**config.mk**
```make
export PLATFORM = sky130hd
export DESIGN_NAME = despachar_ativo
export DESIGN_NICKNAME = d
export VERILOG_FILES = /design/src/rtl/despachar_ativo.sv
export SDC_FILE = /design/constraint.sdc
export NUM_CORES = 1
export LEC_CHECK = 0
export BUFFER_PORTS_ARGS = -buffer_cell sky130_fd_sc_hd__buf_2
export CAP_MARGIN = 30
export CELL_PAD_IN_SITES_DETAIL_PLACEMENT = 1
export CELL_PAD_IN_SITES_GLOBAL_PLACEMENT = 2
export CORE_ASPECT_RATIO = 2
export CORE_MARGIN = 2
export CORE_UTILIZATION = 30
export DETAILED_ROUTE_END_ITERATION = 16
export PLACE_DENSITY = 0.85
export SKIP_CTS_REPAIR_TIMING = 1
export SLEW_MARGIN = 20
export SYNTH_ARGS = -nofsm -noshare
export SYNTH_HDL_FRONTEND = slang
export SYNTH_SLANG_ARGS = --single-unit
```
**constraint.sdc**
```tcl
create_clock -name clk -period 3.5 [get_ports clk]
set_input_delay 0.7 -clock clk [delete_from_list [all_inputs] [get_ports clk]]
set_output_delay 0.7 -clock clk [all_outputs]
set_load 0.05 [all_outputs]
```
**src/rtl/despachar_ativo.sv**
```systemverilog
// Dispatcher that walks a snapshot of candidate nodes in ascending index order
// and offers each one to a ready/valid consumer, reporting the count at the end.
module despachar_ativo #(
    parameter int NUM_NA         = 8,
    parameter int CRITERIO_WIDTH = 5,
    localparam int IDX_WIDTH     = $clog2(NUM_NA),
    localparam int CNT_WIDTH     = IDX_WIDTH + 1
) (
    input  logic                             clk,
    input  logic                             rst,
    input  logic                             ca_pronto_in,
    input  logic [CRITERIO_WIDTH-1:0]        ca_criterio_geral_in,
    input  logic [NUM_NA-1:0]                na_ativo_in,
    input  logic [NUM_NA*CRITERIO_WIDTH-1:0] na_criterio_in,
    input  logic                             aa_atualizar_in,
    input  logic                             da_aceito_in,
    output logic                             da_valido_o,
    output logic [IDX_WIDTH-1:0]             da_indice_o,
    output logic [CRITERIO_WIDTH-1:0]        da_criterio_o,
    output logic                             da_fim_o,
    output logic                             da_ocupado_o,
    output logic [CNT_WIDTH-1:0]             da_total_o
);

    localparam logic [IDX_WIDTH-1:0] LAST_IDX = IDX_WIDTH'(NUM_NA - 1);

    typedef enum logic [1:0] {
        IDLE,
        SCAN,
        OFFER,
        DONE
    } state_t;

    state_t                    state;
    state_t                    state_n;
    logic [IDX_WIDTH-1:0]      ptr;
    logic [IDX_WIDTH-1:0]      ptr_n;
    logic [NUM_NA-1:0]         mask;
    logic [NUM_NA-1:0]         mask_n;
    logic [NUM_NA-1:0]         candidatos;
    logic                      valido_n;
    logic [IDX_WIDTH-1:0]      indice_n;
    logic [CRITERIO_WIDTH-1:0] criterio_n;
    logic                      fim_n;
    logic                      ocupado_n;
    logic [CNT_WIDTH-1:0]      total_n;

    // A node is a candidate when it is active and its criterion equals the minimum.
    always_comb begin
        candidatos = '0;
        for (int i = 0; i < NUM_NA; i++) begin
            candidatos[i] = na_ativo_in[i] &&
                (na_criterio_in[CRITERIO_WIDTH*i +: CRITERIO_WIDTH] == ca_criterio_geral_in);
        end
    end

    always_ff @(posedge clk) begin
        if (rst) begin
            state         <= IDLE;
            ptr           <= '0;
            mask          <= '0;
            da_valido_o   <= 1'b0;
            da_indice_o   <= '0;
            da_criterio_o <= '1;
            da_fim_o      <= 1'b0;
            da_ocupado_o  <= 1'b0;
            da_total_o    <= '0;
        end else begin
            state         <= state_n;
            ptr           <= ptr_n;
            mask          <= mask_n;
            da_valido_o   <= valido_n;
            da_indice_o   <= indice_n;
            da_criterio_o <= criterio_n;
            da_fim_o      <= fim_n;
            da_ocupado_o  <= ocupado_n;
            da_total_o    <= total_n;
        end
    end

    always_comb begin
        state_n    = state;
        ptr_n      = ptr;
        mask_n     = mask;
        valido_n   = da_valido_o;
        indice_n   = da_indice_o;
        criterio_n = da_criterio_o;
        fim_n      = 1'b0;
        total_n    = da_total_o;

        unique case (state)
            IDLE: begin
                if (ca_pronto_in) begin
                    state_n    = SCAN;
                    ptr_n      = '0;
                    mask_n     = candidatos;
                    criterio_n = ca_criterio_geral_in;
                    total_n    = '0;
                end
            end
            SCAN: begin
                if (mask[ptr]) begin
                    state_n  = OFFER;
                    valido_n = 1'b1;
                    indice_n = ptr;
                end else if (ptr == LAST_IDX) begin
                    state_n = DONE;
                    fim_n   = 1'b1;
                end else begin
                    ptr_n = ptr + 1'b1;
                end
            end
            OFFER: begin
                if (da_valido_o && da_aceito_in) begin
                    mask_n[da_indice_o] = 1'b0;
                    total_n             = da_total_o + 1'b1;
                    valido_n            = 1'b0;
                    if (da_indice_o == LAST_IDX) begin
                        state_n = DONE;
                        fim_n   = 1'b1;
                    end else begin
                        state_n = SCAN;
                        ptr_n   = da_indice_o + 1'b1;
                    end
                end
            end
            DONE: begin
                state_n = IDLE;
            end
            default: begin
                state_n = IDLE;
            end
        endcase

        // Abort overrides everything, including a transfer in the same cycle.
        if (aa_atualizar_in) begin
            state_n  = IDLE;
            mask_n   = '0;
            valido_n = 1'b0;
            fim_n    = 1'b0;
            total_n  = da_total_o;
        end

        ocupado_n = (state_n != IDLE);
    end

endmodule

```
Word level (Yosys, flattened, before mapping)

Cells that the tools add are included.

$add $sub $neg: 3
$lt $le $gt $ge: 3
Eq/ne operators: 19
Mux-type cells: 31
Bitwise operators: 3
Reductions and logical operators: 22

Operators by type and width:

| kind                | number |
|---|---|
| $eq 5x5->1          | 8 |
| $mux 8              | 2 |
| $pmux 8 s2          | 1 |
| $mux 3              | 5 |
| $mux 2              | 6 |
| $ne 2x2->1 const B  | 6 |
| $logic_and 1x1->1   | 10 |
| $pmux 3 s3          | 1 |
| $and 8x8->8         | 1 |
| $lt 3x4->1 const B  | 2 |
| $mux 1              | 8 |
| $mux 4              | 2 |
| $not 8->8           | 1 |
| $pmux 2 s4          | 1 |
| $pmux 4 s2          | 1 |
| $add 3x1->3 const B | 2 |
| $eq 3x3->1 const B  | 2 |
| $reduce_and 3->1    | 2 |
| $reduce_and 6->1    | 1 |
| $reduce_bool 2->1   | 3 |
| $add 4x1->4 const B | 1 |
| $eq 2x2->1 const B  | 2 |
| $pmux 1 s2          | 2 |
| $reduce_and 2->1    | 2 |
| 9 further kinds     | 9 |

Bits in registers: 28
Input bits: 58
Output and inout bits: 15
Logic and storage cells: 90

Depth between registers and ports, before layout

Gate-level depths: netlist of run 1.

Depth in word-level cells: 8
Mapped depth: 9
Mapped depth without buffers: 7

Worst setup path after synthesis of run 1

No wires, ideal clock.

Kind: input -> register
From: input port rst
To: register da_ocupado_o
Library setup time: 0.070 ns
Data arrival time: 1.696 ns
Data required time: 3.430 ns
Path slack: 1.733 ns
Stages: 6
Path buffers: 1
Cell sequence: buf_4 > or2_2 > a21o_1 > o21bai_1 > o32ai_1 > o21bai_1

RTL lines:

| item                 | RTL line | text |
|---|---|---|
| from (decl)          | 10       | `input logic rst,` |
| to (signal assigned) | 76       | `da_ocupado_o <= ocupado_n;` |
| to (decl)            | 21       | `output logic da_ocupado_o,` |

Worst setup path after layout of run 1

From: register state[0]
To: register da_total_o[0]

Longest elaborated chain between the ends: 3
Elaborated cells on any way between the ends: 7
Those cells by class: eq/ne (3); mux (1); reduce/logical (3)

Ends and longest elaborated chain:

| item                                                             | RTL line | text |
|---|---|---|
| from (decl)                                                      | 34       | `state_t state;` |
| from (signal assigned)                                           | 69       | `state <= state_n;` |
| $eq 2x2->1 / $logic_not 2->1 (equally long branches)             | 91       | `unique case (state)` |
| $ne 2x2->1 (no line) / $reduce_bool 2->1 (equally long branches) | n/a      |  |
| $reduce_and 4->1 (no line)                                       | n/a      |  |
| to (signal assigned)                                             | 77       | `da_total_o <= total_n;` |
| to (decl)                                                        | 22       | `output logic [CNT_WIDTH-1:0] da_total_o` |

Several ways; a longest one is shown, not always the timed one.
A chain may end at the register's enable or synchronous reset.

==> impl_metrics.toml, run 1 <==
[power_and_ir_drop]
power_density_nw_per_um2 = 328
leakage_uw = 0.00103
peakVddDrop_mv = 0.153

[floorplan]
fp-row-count = 42
pin_count = 73
initial_core_util_pct = 30.6
fp.dieArea_um2 = 7420
fp.dieW_um = 61.9
placeableCoreArea_um2 = 6570
die_h_um = 120

[critical_path]
crit_arrival_ps = 2660
crit_fanout = 20
critPathKind = "flip-flop to flip-flop"
end_kind = "flip-flop"
worstRegToRegCells = 5
cp-start-kind = "flip-flop"
required_ps = 3700

[cts]
clkSlewWorstSetupHoldPaths_ps = 70
clk_path_buf_depth = 2
clkLatencyLatePin_ps = 270
cts_buffers = 3
cts_root_buf = "clkbuf_16"
cts_tree = "done"
cts_sinks = 28
htree_levels = 1

[flow_run]
drv_cap = 0

[layout]
syn_to_final_growth_pct = 23.7
drive_above_1_share_pct = 31.7
fill_cells = 810
nNetsFinal = 357
final_cell_area_um2 = 2490
diodes = 0

[synth]
yosys.area_share.simple_pct = 17.3
avgSynthCellArea_um2 = 8.68
netlist_area_um2 = 2010
synth_enable_flop_cells = 0
yosysUniqueCellTypes = 49
synth_ff_type = "dfxtp_1"
synth-adder-area-share_pct = 3.11
synthArstFlopShare_pct = 0
ys_ff_latch = 28
synthMuxAreaShare_pct = 4.23
synth_top_family_by_area = "compound AO/OA/AOI/OAI gates"
synth_xor_area_share_pct = 17.8
yosysWarnings = 0
syn_nets = 295
seq_area_frac_synth_pct = 27.8
synth_cells = 232
synth_compound_area_share_pct = 23.7

[global_route]
grt_pass1_vias = 2048
grt_max_degree = 21
grt_pass1_wl_um = 9600
grt.overflow.total = 0
grt_antenna_before_repair = 0
track_usage_pct = 17.4

[timing]
rsz0062_at_grt = "false"
hold_slack_ps = 474
slew_headroom_pct = 46.5
hold_viol_final = 0
worst_pin_slew_ps = 802
setup_viol_count_final = 0
period_needed_ps = 2450
setup_tns_ps = 0
fin_skew_ps = 2.51
fmax_ghz = 0.407
drv_slew = 0
fin_crit_sh_pct = 70.1

[place]
hpwl_um = 4880
gp_congestion = 0.800
port_buffers = 72
placed_area_um2 = 2400

[routing]
drtAntennaViolNets = 0
route.met3.wl_um = 207
top_layer = "met4"
via_per_inst = 5.04
first_iter_violations = 20
wl_met1_um = 2000
wl_per_cell_um = 15.6
vias = 1920
wirelength_um = 5950
drc = 0
firstDrtPassIters = 4
wl_met2_um = 3580

[hold_path]
hold_depth = 1
hold_class = "flip-flop to flip-flop"

[status]
status = "finished, final reports clean"
[worst max-delay path: stages (launching register included)]
cell and delay [ps]:
dfxtp_1 330, inv_1 110, ha_1 690, clkinv_1 480
or4_1 590, a21oi_1 160
[layer usage]
| metal | vias up | track usage (%) |
|---|---|---|
| met5 | - | 0 |
| met4 | 0 | 7.71 |
| met3 | 10 | 1.72 |
| met2 | 52 | 34.3 |
| met1 | 903 | 16.3 |
| li1 | 955 | - |
[flip-flops by register name (all words and copies together), names as in the netlist]
| register | count |
|---|---|
| da_indice_o | 3 |
| da_criterio_o | 5 |
| da_ocupado_o | 1 |
| da_total_o | 4 |
| state | 2 |
| ptr | 3 |
| da_valido_o | 1 |
| da_fim_o | 1 |
| mask | 8 |
[logic make-up after synthesis]
| group | Yosys count |
|---|---|
| buffers and inverters | 25 |
| muxes | 8 |
| xor gates and xnor gates | 41 |
| adders and majority gates | 5 |
| DFF | 28 |
| AOI/OAI and AO/OA | 63 |
| and+or+nand+nor | 62 |
[final timing paths]
| check | startpoint | end | slack (ps) |
|---|---|---|---|
| min | da_criterio_o[3]$_SDFFE_PP1P_ | da_criterio_o[3]$_SDFFE_PP1P_ | 470 |
| min reg2reg | da_criterio_o[3]$_SDFFE_PP1P_ | da_criterio_o[3]$_SDFFE_PP1P_ | 470 |
| max reg2reg | state[0]$_SDFF_PP0_ | da_total_o[0]$_SDFFE_PP0P_ | 1050 |
| max | state[0]$_SDFF_PP0_ | da_total_o[0]$_SDFFE_PP0P_ | 1050 |
[where the power goes]
| part | switching, uW | internal (uW) | leakage [uW] |
|---|---|---|---|
| Sequential | 6.63 | 327 | 0.000227 |
| Clock | 121 | 176 | 0.0000442 |
| Combinational | 111 | 77.1 | 0.000761 |
[cell usage in the layout, fill, tap and decap left out, drive strengths merged, types with 4 or more instances in the layout]
| master | instances |
|---|---|
| nand3 | 7 |
| o21ai | 11 |
| a21oi | 16 |
| nand4 | 8 |
| a211o | 10 |
| a21o | 4 |
| clkbuf | 4 |
| buf | 72 |
| a31oi | 4 |
| dfxtp | 28 |
| nand2 | 11 |
| mux2i | 7 |
| inv | 9 |
| xnor2 | 17 |
| and3 | 6 |
| xor2 | 24 |
| nor2 | 12 |
| nor4 | 8 |
| ha | 5 |
[per-stage QoR]
step           std cells  util (%)  total power (uW)  worst slack [ps]
6_report             381      37.9               818              1050
5_1_grt              381      37.9               854               871
4_1_cts              381      37.9               827              1030
3_5_place_dp         377      36.6               531              1080
3_3_place_gp         377      36.6               527              1150
2_1_floorplan        232         -               467              1730
[cell type report]
cell class / count / area [um2] / share of cell area, %
tap: 88 / 110 / 4.42
sequential: 28 / 561 / 22.5
timing repair buffer: 72 / 360 / 14.5
inverter: 10 / 37.5 / 1.51
clock buffer: 4 / 88.8 / 3.57
multi-input combinational: 179 / 1330 / 53.5
[Yosys cell counts (all sizes together) (3+ instances only)]
cell type	n	area [um2]
nor4	8	50.1
ha	5	62.6
xnor2	17	149
nor2b	3	18.8
nand2	11	43.8
nand3	7	52.6
a211o	10	92.6
nor2	12	45.0
a21o	4	30.0
buf	9	60.1
mux2i	7	70.1
dfxtp	28	561
o21ai	11	55.1
and3	6	42.5
a21oi	16	80.1
nand4	8	50.1
clkbuf	6	22.5
xor2	24	210
a31oi	4	25.0
inv	9	33.8
Power figures use the tool's default switching activity.
==> run 2: changes to the inputs <==
CORE_UTILIZATION = 25   (was 30)
PLACE_DENSITY = 0.76   (was 0.85)
clock period = 2.2 ns   (was 3.5 ns; I/O delays follow)
==> run 2 against run 1 <==
First-iteration DRC count increased by 30%. Via count increased by 3.6%. Worst hold slack got worse by 58 ps. Largest power group unchanged.
==> impl_metrics.toml, run 2 (synthesized netlist as in run 1, its figures left out) <==
[layout]
largest_register_ffs = 8
final_common_cell = "buf_2"
drive_above_1_share_pct = 34.8
top_regs = "mask: 8 flops, da_criterio_o: 5 flops, da_total_o: 4 flops"
nNetsFinal = 366
mostFrequentLayoutCells = "buf_2, dfxtp_1, xor2_1"
regMostFlops = "mask"
syn_to_final_growth_pct = 28.2
diodes = 0

[timing]
fmax_ghz = 0.510
rsz0062_at_grt = "false"
fin_crit_sh_pct = 89.1
period_needed_ps = 1960
setup_tns_ps = 0
worst_pin_slew_ps = 422
drv_slew = 0
fin_skew_ps = 6.64
hold_viol_final = 0
setup_slack_ps = 239
slew_headroom_pct = 71.9
setup_viol_count_final = 0

[routing]
drtAntennaViolNets = 0
drc = 0
firstDrtPassIters = 4
route.met3.wl_um = 185
via_per_inst = 5.00
wl_per_cell_um = 16.3
top_layer = "met4"
wl_met2_um = 3850
wl_met1_um = 2160
vias = 1989
first_iter_violations = 26
wirelength_um = 6470

[critical_path]
cp_cell_sequence = "inv_1, ha_1, nor3_1, a211oi_2, a21boi_4, nand2_2, o41ai_2"
critPathTopFamily = "compound AO/OA/AOI/OAI gates"
critPathKind = "flip-flop to flip-flop"
slowest_stage = "ha_1"
path_buf_inv = 1
crit_arrival_ps = 2130
cp-start-kind = "flip-flop"
required_ps = 2360
critPathMaxStageDelay_ps = 420
crit_fanout = 9
end_kind = "flip-flop"

[power_and_ir_drop]
power_density_nw_per_um2 = 509
p_clk_share_pct = 35.6
internal_power_uw = 931
peakVddDrop_mv = 0.262
p_total_uw = 1310
power.switching_uw = 382
p_seq_share_pct = 40.3
p_sw_share_pct = 29.1
leakage_uw = 0.00108
pwr-share-comb_pct = 24.0

[cts]
clk_path_buf_depth = 2
cts_buffers = 3
clkLatencyLatePin_ps = 270
cts_tree = "done"
clkSlewWorstSetupHoldPaths_ps = 70
cts_sinks = 28
cts_root_buf = "clkbuf_16"
htree_levels = 1

[floorplan]
pin_count = 73
fp.dieArea_um2 = 8830
initial_core_util_pct = 25.5
placeableCoreArea_um2 = 7890
fp.dieW_um = 67.5
die_h_um = 131
fp-row-count = 46

[global_route]
grt_pass1_vias = 2166
track_usage_pct = 15.7
grt_pass1_wl_um = 10400
grt_antenna_before_repair = 0
grt_max_degree = 19
grt.overflow.total = 0

[place]
hpwl_um = 5310
dp_slack_ps = 211
port_buffers = 72
gp_congestion = 0.804

[flow_run]
drv_cap = 0

[hold_path]
hold_class = "input port to flip-flop"

[status]
status = "finished, final reports clean"
[run 2: power by group through the flow]
stage	clock network, uW	logic, uW	registers [uW]
after floorplan	0	170	573
after global placement	0	309	541
after detailed placement	0	316	542
after CTS	492	318	530
after global routing	495	346	532
final	468	316	530
[run 2: worst min-delay path, stage by stage]
cell	delay (ps)
buf_2	90
nand4_1	60
a21oi_1	50
[run 2: area by class of cell]
cell class / count / area (um2)
Sequential cell: 28 / 561
Clock buffer: 4 / 88.8
Tap cell: 96 / 120
Multi-Input combinational cell: 179 / 1340
Inverter: 10 / 41.3
Timing Repair Buffer: 81 / 428
Fill cell: 949 / 5310
[run 2: path summary, 6_finish.rpt]
check	from	endpoint	slack, ps	cells after the start
worst max register to register	state[1]$_SDFF_PP0_	ptr[2]$_SDFFE_PP0P_	240	7
worst max-delay path	state[1]$_SDFF_PP0_	ptr[2]$_SDFFE_PP0P_	240	7
worst min register to register	da_criterio_o[1]$_SDFFE_PP1P_	da_criterio_o[1]$_SDFFE_PP1P_	460	1
worst min-delay path	na_ativo_in[5]	mask[5]$_SDFFE_PP0P_	420	3
[run 2: layer usage]
layer	vias to the layer above	GRT usage, %
met5	-	0
li1	978	-
met3	13	1.20
met4	0	9.12
met2	55	31.5
met1	943	14.7
[run 2: through the flow]
stage	hold slack (ps)	instance area, um2	cells	util [%]
6_report	416	2580	398	32.7
5_1_grt	441	2580	398	32.7
3_3_place_gp	446	2480	394	31.4
2_1_floorplan	449	2010	232	-
3_5_place_dp	449	2480	394	31.4
4_1_cts	409	2570	398	32.6
